--- config.mk ---
export PLATFORM = sky130hd
export DESIGN_NAME = mem_access_stage
export DESIGN_NICKNAME = d
export VERILOG_FILES = /design/src/rtl/mem_access_stage_pkg.sv /design/src/rtl/mem_access_stage_wb_reg.sv /design/src/rtl/mem_access_stage.sv
export SDC_FILE = /design/constraint.sdc
export NUM_CORES = 1
export LEC_CHECK = 0
export CAP_MARGIN = 0
export CORE_ASPECT_RATIO = 0.8
export CORE_UTILIZATION = 43
export CTS_BUF_LIST = sky130_fd_sc_hd__clkbuf_8
export CTS_CLUSTER_SIZE = 8
export DETAILED_ROUTE_END_ITERATION = 10
export PLACE_DENSITY_LB_ADDON = 0.05
export SYNTH_ARGS = -nofsm -noshare
export SYNTH_HDL_FRONTEND = slang
export SYNTH_SLANG_ARGS = --single-unit
--- constraint.sdc ---
create_clock -name clk -period 1.5 [get_ports clk]
set_input_delay 0.3 -clock clk [delete_from_list [all_inputs] [get_ports clk]]
set_output_delay 0.3 -clock clk [all_outputs]
set_load 0.02 [all_outputs]
--- src/rtl/mem_access_stage_pkg.sv ---
// Shared definitions for the memory-access stage: FSM encoding, width defaults
// and the values loaded into the MEM/WB bundle when it carries a bubble.
package mem_access_stage_pkg;

  localparam int DATA_W_DEF = 16;
  localparam int REG_W_DEF  = 5;

  localparam logic [0:0] ST_IDLE   = 1'b0;
  localparam logic [0:0] ST_ACCESS = 1'b1;

  localparam logic       BUBBLE_WRITE   = 1'b0;
  localparam logic [1:0] BUBBLE_QUARTER = 2'b00;

endpackage

--- src/rtl/mem_access_stage_wb_reg.sv ---
// MEM/WB register bank: loads the write-back bundle when enabled, or a bubble
// (all fields cleared, write disabled) when the bubble select is set.
module mem_wb_out_reg
  import mem_access_stage_pkg::*;
#(
  parameter int DATA_W = DATA_W_DEF,
  parameter int REG_W  = REG_W_DEF
) (
  input  logic              clk,
  input  logic              reset,
  input  logic              i_load,
  input  logic              i_bubble,
  input  logic [DATA_W-1:0] i_data,
  input  logic              i_write,
  input  logic [REG_W-1:0]  i_writeReg,
  input  logic [1:0]        i_quarter,
  output logic [DATA_W-1:0] o_WriteData,
  output logic              o_write,
  output logic [REG_W-1:0]  o_writeReg,
  output logic [1:0]        o_quarter
);

  // Bundle register: reset clears, load takes either the bundle or a bubble.
  always_ff @(posedge clk) begin
    if (reset) begin
      o_WriteData <= {DATA_W{1'b0}};
      o_write     <= BUBBLE_WRITE;
      o_writeReg  <= {REG_W{1'b0}};
      o_quarter   <= BUBBLE_QUARTER;
    end else if (i_load) begin
      if (i_bubble) begin
        o_WriteData <= {DATA_W{1'b0}};
        o_write     <= BUBBLE_WRITE;
        o_writeReg  <= {REG_W{1'b0}};
        o_quarter   <= BUBBLE_QUARTER;
      end else begin
        o_WriteData <= i_data;
        o_write     <= i_write;
        o_writeReg  <= i_writeReg;
        o_quarter   <= i_quarter;
      end
    end else begin
      o_WriteData <= o_WriteData;
      o_write     <= o_write;
      o_writeReg  <= o_writeReg;
      o_quarter   <= o_quarter;
    end
  end

endmodule

--- src/rtl/mem_access_stage.sv ---
// Memory-access pipeline stage: RAM request/ack handshake with pipeline stall
// and a registered MEM/WB bundle. Define MEM_TIMEOUT_EN to enable the ack timeout.
module mem_access_stage
  import mem_access_stage_pkg::*;
#(
  parameter int DATA_W      = DATA_W_DEF,
  parameter int REG_W       = REG_W_DEF,
  parameter int ACK_TIMEOUT = 15
) (
  input  logic              clk,
  input  logic              reset,
  input  logic [DATA_W-1:0] i_DataAddress,
  input  logic              i_ReadMem,
  input  logic              i_WriteMem,
  input  logic [1:0]        i_quarter,
  input  logic [DATA_W-1:0] i_DataIn,
  input  logic              i_write,
  input  logic [REG_W-1:0]  i_writeReg,
  output logic              ram_req,
  output logic              ram_we,
  output logic [DATA_W-1:0] ram_addr,
  output logic [DATA_W-1:0] ram_wdata,
  input  logic              ram_ack,
  input  logic [DATA_W-1:0] ram_rdata,
  output logic              stall,
  output logic [DATA_W-1:0] o_WriteData,
  output logic              o_write,
  output logic [REG_W-1:0]  o_writeReg,
  output logic [1:0]        o_quarter,
  output logic              mem_err
);

  logic [0:0]        r_state;
  logic              r_hold_write;
  logic [REG_W-1:0]  r_hold_reg;
  logic [1:0]        r_hold_quarter;

  logic              w_mem_op;
  logic              w_timeout;
  logic              w_wb_load;
  logic              w_wb_bubble;
  logic [DATA_W-1:0] w_wb_data;
  logic              w_wb_write;
  logic [REG_W-1:0]  w_wb_reg;
  logic [1:0]        w_wb_quarter;

  assign w_mem_op = i_ReadMem | i_WriteMem;

`ifdef MEM_TIMEOUT_EN
  localparam int CNT_W = $clog2(ACK_TIMEOUT + 1);

  logic [CNT_W-1:0] r_cnt;
  logic             r_mem_err;

  // The abort fires in the ACK_TIMEOUT-th ACCESS cycle that sees no ack.
  assign w_timeout = (r_state == ST_ACCESS) && !ram_ack &&
                     (r_cnt == CNT_W'(ACK_TIMEOUT - 1));
  assign mem_err   = r_mem_err;

  // Ack-wait counter and one-cycle error pulse.
  always_ff @(posedge clk) begin
    if (reset) begin
      r_cnt     <= {CNT_W{1'b0}};
      r_mem_err <= 1'b0;
    end else begin
      r_mem_err <= w_timeout;
      if (r_state == ST_IDLE) begin
        r_cnt <= {CNT_W{1'b0}};
      end else if (!ram_ack) begin
        r_cnt <= r_cnt + CNT_W'(1);
      end else begin
        r_cnt <= r_cnt;
      end
    end
  end
`else
  assign w_timeout = 1'b0;
  assign mem_err   = (ACK_TIMEOUT < 0) ? 1'b1 : 1'b0;
`endif

  // FSM plus RAM request registers; the RAM-side registers double as the held request.
  always_ff @(posedge clk) begin
    if (reset) begin
      r_state        <= ST_IDLE;
      ram_req        <= 1'b0;
      ram_we         <= 1'b0;
      ram_addr       <= {DATA_W{1'b0}};
      ram_wdata      <= {DATA_W{1'b0}};
      r_hold_write   <= 1'b0;
      r_hold_reg     <= {REG_W{1'b0}};
      r_hold_quarter <= 2'b00;
    end else begin
      case (r_state)
        ST_IDLE: begin
          if (w_mem_op) begin
            r_state        <= ST_ACCESS;
            ram_req        <= 1'b1;
            ram_we         <= i_WriteMem;
            ram_addr       <= i_DataAddress;
            ram_wdata      <= i_DataIn;
            r_hold_write   <= i_write;
            r_hold_reg     <= i_writeReg;
            r_hold_quarter <= i_quarter;
          end else begin
            r_state <= ST_IDLE;
          end
        end
        ST_ACCESS: begin
          if (ram_ack || w_timeout) begin
            r_state <= ST_IDLE;
            ram_req <= 1'b0;
          end else begin
            r_state <= ST_ACCESS;
          end
        end
        default: begin
          r_state <= ST_IDLE;
          ram_req <= 1'b0;
        end
      endcase
    end
  end

  // Stall and WB-bundle selection.
  always_comb begin
    stall        = 1'b0;
    w_wb_load    = 1'b0;
    w_wb_bubble  = 1'b0;
    w_wb_data    = i_DataAddress;
    w_wb_write   = i_write;
    w_wb_reg     = i_writeReg;
    w_wb_quarter = i_quarter;
    case (r_state)
      ST_IDLE: begin
        stall       = w_mem_op;
        w_wb_load   = 1'b1;
        w_wb_bubble = w_mem_op;
      end
      ST_ACCESS: begin
        stall        = !ram_ack && !w_timeout;
        w_wb_load    = ram_ack || w_timeout;
        w_wb_bubble  = w_timeout;
        w_wb_data    = ram_we ? ram_addr : ram_rdata;
        w_wb_write   = r_hold_write;
        w_wb_reg     = r_hold_reg;
        w_wb_quarter = r_hold_quarter;
      end
      default: begin
        stall = 1'b0;
      end
    endcase
  end

  mem_wb_out_reg #(
    .DATA_W (DATA_W),
    .REG_W  (REG_W)
  ) u_wb_reg (
    .clk         (clk),
    .reset       (reset),
    .i_load      (w_wb_load),
    .i_bubble    (w_wb_bubble),
    .i_data      (w_wb_data),
    .i_write     (w_wb_write),
    .i_writeReg  (w_wb_reg),
    .i_quarter   (w_wb_quarter),
    .o_WriteData (o_WriteData),
    .o_write     (o_write),
    .o_writeReg  (o_writeReg),
    .o_quarter   (o_quarter)
  );

endmodule

==> results of run 1 <==
[area by class of cell]
class,count,area share (%)
repair buffers,137,30.5
well taps,81,2.44
multi-input cells,221,29.8
clock buffers,12,3.98
inverters,1,0.0905
clock inverters,2,0.845
flip-flops and latches,67,32.3
[worst max-delay path by stage]
stage,start,end,slack [ps],cells after the start
2_1_floorplan,ram_ack,stall,70,3
3_3_place_gp,i_WriteMem,stall,-480,4
3_5_place_dp,i_WriteMem,stall,-490,4
4_1_cts,i_ReadMem,stall,40,4
5_1_grt,r_state,stall,1,3
6_report,i_ReadMem,stall,50,4
[metal layers]
| layer | vias to the layer above | routed length [um] | share of wire [%] |
|---|---|---|---|
| met4 | 0 | 62 | 0.85 |
| met2 | 100 | 3400 | 47 |
| met5 | - | 0 | 0 |
| met3 | 7 | 627 | 8.6 |
| li1 | 1308 | - | - |
| met1 | 1195 | 3200 | 44 |
[cell usage in the layout, fill, tap and decap left out]
cell type        synthesis  final
mux2i_1                 17     17
mux2_2                   8      8
clkdlybuf4s50_1          0     57
clkbuf_8                 0     12
o21bai_4                 0      1
inv_1                    1      1
buf_4                    8     17
buf_2                    7      2
o21ai_2                  0      1
a22oi_1                  8      8
o21ba_2                  0      1
nor2_1                  27     27
nor3_4                   1      1
dlygate4sd2_1            0     59
nand2_1                 81     81
nor4_4                   1      1
conb_1                   1      1
a21oi_1                 57     57
a22o_1                  16     16
nor2b_1                  1      1
clkinv_2                 0      1
buf_12                   0      2
bufinv_16                0      1
dfxtp_1                 67     67
[kinds of logic after synthesis]
| family | after synthesis | synth area share [%] |
|---|---|---|
| flops | 67 | 49.4 |
| compound gates | 84 | 18.9 |
| simple gates | 111 | 16.6 |
| other cells | 1 | 0.138 |
| buf+inv | 27 | 5.44 |
| mux | 25 | 9.59 |
[worst max-delay path, stage by stage]
cell and delay (ps):
clkdlybuf4s50_1 460, o21bai_4 150, o21ai_2 80, buf_4 160
[cells in the mapped netlist, drive strengths merged]
| cell type | count | area share, % |
|---|---|---|
| nand2 | 81 | 11 |
| conb | 1 | 0.14 |
| o21bai | 1 | 0.41 |
| nor4 | 1 | 0.78 |
| o21ba | 1 | 0.37 |
| inv | 1 | 0.14 |
| dfxtp | 67 | 49 |
| a21oi | 57 | 11 |
| mux2i | 17 | 6.3 |
| a22oi | 8 | 2.2 |
| o21ai | 1 | 0.18 |
| mux2 | 8 | 3.3 |
| nor2 | 27 | 3.7 |
| clkbuf | 10 | 1.4 |
| buf | 16 | 3.9 |
| nor3 | 1 | 0.60 |
| nor2b | 1 | 0.23 |
| a22o | 16 | 5.2 |
[metrics by stage]
stage	cells	hold WS, ps
after floorplan	315	433
after global placement	507	440
after detailed placement	507	445
after CTS	521	220
after global routing	521	227
final	521	231
[power groups by stage]
stage	Sequential [mW]	Clock, mW	Combinational [mW]
6_report	1.96	1.51	0.908
5_1_grt	1.98	1.63	0.987
4_1_cts	1.96	1.55	0.916
3_5_place_dp	2.01	0	0.981
3_3_place_gp	2.00	0	0.968
2_1_floorplan	2.13	0	0.373
==> out/qor.csv, run 1 <==
metric,value,unit
syn nets,376,
Root Buffer,clkbuf_8,
Netlist cell types,20,
Period minus WS final,1450,ps
Multi-input gate area,0.00124,mm^2
"Setup violations, final",0,
Setup Skew,9.58,ps
GRT Overall Usage,23.1,%
critical path class,in -> out,
pwr dens,1060,mW/mm^2
Core Rows,25,
P_leak,1.88,nW
fin crit share,96.7,%
Critical R2R Capture,ram_addr[8],
GR met1 Demand/Resource,27.0,%
setup TNS,0,ps
first-iteration detailed-routing DRC count,89,
starting density of the core,45.2,%
most used routing layer,met2,
Hold Fails Final Rpt,0,
clock buffer depth,2,
Synth Register Bits,67,
GRT overflow,0,
# port buffers,119,
setup bufs post-CTS,0,
routed len/inst,14.0,um
final wirelength,7.29,mm
CP Data Arrival Time,1150,ps
"setup slack, reg-to-reg",170,ps
synthesized instance count,315,
Final Core Density,69.1,%
internal power,3.21,mW
reg2reg path depth,5,
PostCTS Resize Cnt,67,
number of global-route vias before repair,2539,
DRT Pass-1 Iters,4,
grt met3 use,11.4,%
pin count of the biggest net entering global routing,42,
Core Box Area,0.00601,mm^2
hold_sp,reset,
Post-DP Area,0.00402,mm^2
Max Slew Vio Count,0,
warnings from Yosys,0,
Die Wd,90.8,um
total power,4.39,mW
Clock transition at path regs,70,ps
Max-Cap Viols,0,
maximum VDD drop,0.963,mV
Routability Congestion,0.781,
RSZ-0062 raised after global routing,false,
Worst setup EP type,primary output,
combinational group share of total power,20.7,%
initial antenna violation count,0,
vias,2610,
Worst-Skew Late Latency,340,ps
"Cell Area, Synth",0.00271,mm^2
Seq pwr share,44.8,%
Hold Path Class,in -> reg,
Die Height,73.1,um
total die area,0.00663,mm^2
ANT cells,0,
final worst setup slack,48.9,ps
fin nets,498,
highest clock rate,689,MHz
register area share after synthesis,49.4,%
"Hold-fix buffers, CTS",0,
Layout area overhead,52.8,%
met2 Use GR,38.0,%
Hold Path Sink,ram_addr[15],
"Avg Cell Area, Syn",8.62,um^2
total CTS buffers,9,
Remaining DRCs,0,
DP HPWL,5.06,mm
Clk network pwr share,34.5,%
WP data required,1200,ps
outcome,completed,
Vias/cell,5.01,
Largest regs,"ram_addr x16, ram_wdata x16, u_wb_reg.o_WriteData x16",
sw power,1.17,mW
I/O Pins,121,
CTS tree,done,
first-pass GRT wire length,11.8,mm
setup slack at placement,-494,ps
layout filler cell count,560,
clock sink count,67,
# H-tree levels,3,
share of cells above drive strength 1,10.9,%
critical path peak fanout,2,
final antenna-violating net count,0,
r2r startpoint,r_state,
final instance area,0.00415,mm^2
Setup crit start kind,primary input,
hold path depth,2,
Sw Ratio,26.7,%
Seq. cell area,0.00134,mm^2
No activity file was read; power rests on OpenSTA's default activity.
==> run 2, diff against run 1 <==
- CORE_UTILIZATION: 43 -> 44
- CTS_CLUSTER_DIAMETER: default -> 60
- SLEW_MARGIN: default -> 20
- SYNTH_HIERARCHICAL: default -> 1
==> run 2 against run 1 <==
Routed wire length grew 6.2%; utilization shrank 0.84 points; sequential share of layout area decreased by 1.8 points; global-route usage fell by 0.42 points; largest power group unchanged; largest cell class is now multi-input gates; via count rose by 7.8%.
==> out/qor.csv, run 2 <==
metric,value,unit,change
P_leak,1.90,nW,was 1.88 nW
starting density of the core,46.1,%,was 45.2%
DP HPWL,5.13,mm,was 5.06 mm
routed len/inst,13.8,um,was 14.0 um
Clock transition at path regs,70,ps,about the same
top layer in use,met4,,unchanged
Largest regs,"ram_addr x16, ram_wdata x16, u_wb_reg/o_WriteData x16",,"was ram_addr x16, ram_wdata x16, u_wb_reg.o_WriteData x16"
vias,2814,,was 2610
Seq. cell area,0.00134,mm^2,about the same
Post-synth EDFFs,0,,unchanged
largest family of logic cells by synthesized area,simple AND/OR/NAND/NOR gates,,was compound AO/OA/AOI/OAI gates
share of cells above drive strength 1,9.21,%,was 10.9%
total power,4.78,mW,was 4.39 mW
reg2reg path depth,5,,unchanged
pwr dens,1090,mW/mm^2,was 1060 mW/mm^2
multiplexer area fraction after synthesis,8.43,%,was 9.59%
first-iteration detailed-routing DRC count,111,,was 89
Period minus WS final,1450,ps,about the same
Max-Cap Viols,0,,unchanged
CP Data Arrival Time,1150,ps,about the same
Max Slew Vio Count,0,,unchanged
RSZ-0062 raised after global routing,false,,unchanged
hold path depth,3,,was 2
ANT cells,0,,unchanged
synthesized instance count,358,,was 315
Setup crit start kind,primary input,,unchanged
outcome,completed,,unchanged
initial antenna violation count,0,,unchanged
Worst-Skew Late Latency,340,ps,about the same
Worst setup EP type,primary output,,unchanged
Die Wd,93.8,um,was 90.8 um
Setup Skew,6.88,ps,was 9.58 ps
syn nets,419,,was 376
"Hold-fix buffers, CTS",0,,unchanged
Compound-Gate Fraction of Synth Area,14.9,%,was 18.9%
Die Height,75.5,um,was 73.1 um
CTS tree,done,,unchanged
Synth top area share,45.2,%,was 49.4%
final antenna-violating net count,0,,unchanged
Synth Register Bits,67,,unchanged
Post-DP Area,0.00421,mm^2,was 0.00402 mm^2
DRT Pass-1 Iters,4,,unchanged
critical path class,in -> out,,unchanged
GRT overflow,0,,unchanged
warnings from Yosys,6,,was 0
Finished Layout Cells,562,,was 521
fin crit share,96.7,%,about the same
Core Rows,26,,was 25
Routability Congestion,0.754,,was 0.781
I/O Pins,121,,unchanged
"top cells by count, synth","a21oi_1 (82), nand2_1 (81), dfxtp_1 (67)",,"was nand2_1 (81), dfxtp_1 (67), a21oi_1 (57)"
Layout area overhead,48.0,%,was 52.8%
pin count of the biggest net entering global routing,68,,was 42
Multi-input gate area,0.00141,mm^2,was 0.00124 mm^2
"Avg Cell Area, Syn",8.29,um^2,was 8.62 um^2
"Setup violations, final",0,,unchanged
number of global-route vias before repair,2635,,was 2539
ys async rst share,0,%,unchanged
# port buffers,119,,unchanged
maximum VDD drop,0.589,mV,was 0.963 mV
final instance area,0.00439,mm^2,was 0.00415 mm^2
cell taking the most area after synthesis,dfxtp_1,,unchanged
clock sink count,67,,unchanged
main flop type after synthesis,dfxtp_1,,unchanged
cell with the most instances after synthesis,a21oi_1,,was nand2_1
total CTS buffers,9,,unchanged
Simple-Gate Fraction of Synth Area,24.1,%,was 16.6%
WL met2,3.71,mm,was 3.40 mm
Vias/cell,5.01,,about the same
highest clock rate,689,MHz,about the same
placed cell count,546,,was 507
clock buffer depth,2,,unchanged
GRT Overall Usage,22.7,%,was 23.1%
# H-tree levels,3,,unchanged
met3 WL post-DR,627,um,unchanged
most frequent cells in the layout,"a21oi_1 (82), nand2_1 (81), dfxtp_1 (66)",,"was nand2_1 (81), dfxtp_1 (67), dlygate4sd2_1 (59)"
fin nets,534,,was 498
total die area,0.00708,mm^2,was 0.00663 mm^2
first-pass GRT wire length,12.2,mm,was 11.8 mm
Hold Path Class,in -> reg,,unchanged
Post-Synth Adder-Cell Area,0,%,unchanged
Metal-1 WL,3.28,mm,was 3.20 mm
Root Buffer,clkbuf_8,,unchanged
Netlist cell types,20,,unchanged
Core Box Area,0.00644,mm^2,was 0.00601 mm^2
Synth Area in XOR/XNOR,0,%,unchanged
critical path peak fanout,2,,unchanged
register area share after synthesis,45.2,%,was 49.4%
layout filler cell count,552,,was 560
"leading cell type in the layout, fill and taps excluded",a21oi_1,,was nand2_1
final wirelength,7.74,mm,was 7.29 mm
setup TNS,0,ps,unchanged
Synth area leaders,"dfxtp_1 (45%), a21oi_1 (14%), nand2_1 (10%)",,"was dfxtp_1 (49%), nand2_1 (11%), a21oi_1 (11%)"
Remaining DRCs,0,,unchanged
WP data required,1200,ps,about the same
Hold Fails Final Rpt,0,,unchanged
"Cell Area, Synth",0.00297,mm^2,was 0.00271 mm^2
-- run 2: changes by cell type in the layout (fill, tap and decap cells not counted), moves of 2 or more --
cell,delta
a22oi_1,-8
buf_12,+2
nand3b_1,+24
a21oi_1,+25
a22o_1,-16
nor2_1,-10
buf_4,-5
nand2b_1,+26
-- run 2: worst paths after layout --
path                 from                        to  slack, ps
min             i_ReadMem                   r_state        390
max reg2reg       r_state  u_wb_reg/o_WriteData[15]        170
max            i_WriteMem                     stall         50
min reg2reg  ram_wdata[8]              ram_wdata[8]        450
-- run 2: timing repair --
item / CTS / global route
gates resized for setup: 63 / 5
setup endpoints to repair: 83 / 21
cloned: 0 / 0
pin swaps: 0 / 1
endpoints found under the hold margin: 0 / 0
buffers inserted: 0 / 0
-- run 2: stage by stage --
stage	hold WS [ps]	utilization, %	worst slack, ps
finish	395	68.2	48.8
floorplan	369	-	151
detailed placement	443	65.3	-388
CTS	429	68.0	-11.4
global route	406	68.2	7.14
global placement	438	65.3	-362
-- run 2: final cells by class --
class	count	share of cell area, %
clock buffers	13	4.07
clock inverters	3	1.54
inverters	2	0.228
multi-input cells	259	32.2
flip-flops and latches	67	30.6
well taps	84	2.39
repair buffers	134	29.0
-- run 2: layer usage --
layer  track usage (%)  vias to the layer above
met5                 0                        -
met2              38.1                       91
met4              8.55                        0
li1                  -                     1416
met1              26.9                     1295
met3              8.48                       12
-- run 2: worst max-delay path: stages --
cell	delay, ps
clkdlybuf4s50_1	430
o31a_1	260
buf_4	160
-- run 2: cells by family after synthesis --
family / Yosys count
AND/OR/NAND/NOR: 149
multiplexers: 24
other: 1
AO/OA/AOI/OAI: 85
flip-flops: 67
buffers and inverters: 32
-- run 2: power breakdown --
group | internal [mW] | switching, mW
clock network | 1.12 | 0.678
logic | 0.482 | 0.522
registers | 1.91 | 0.0690
total | 3.51 | 1.27
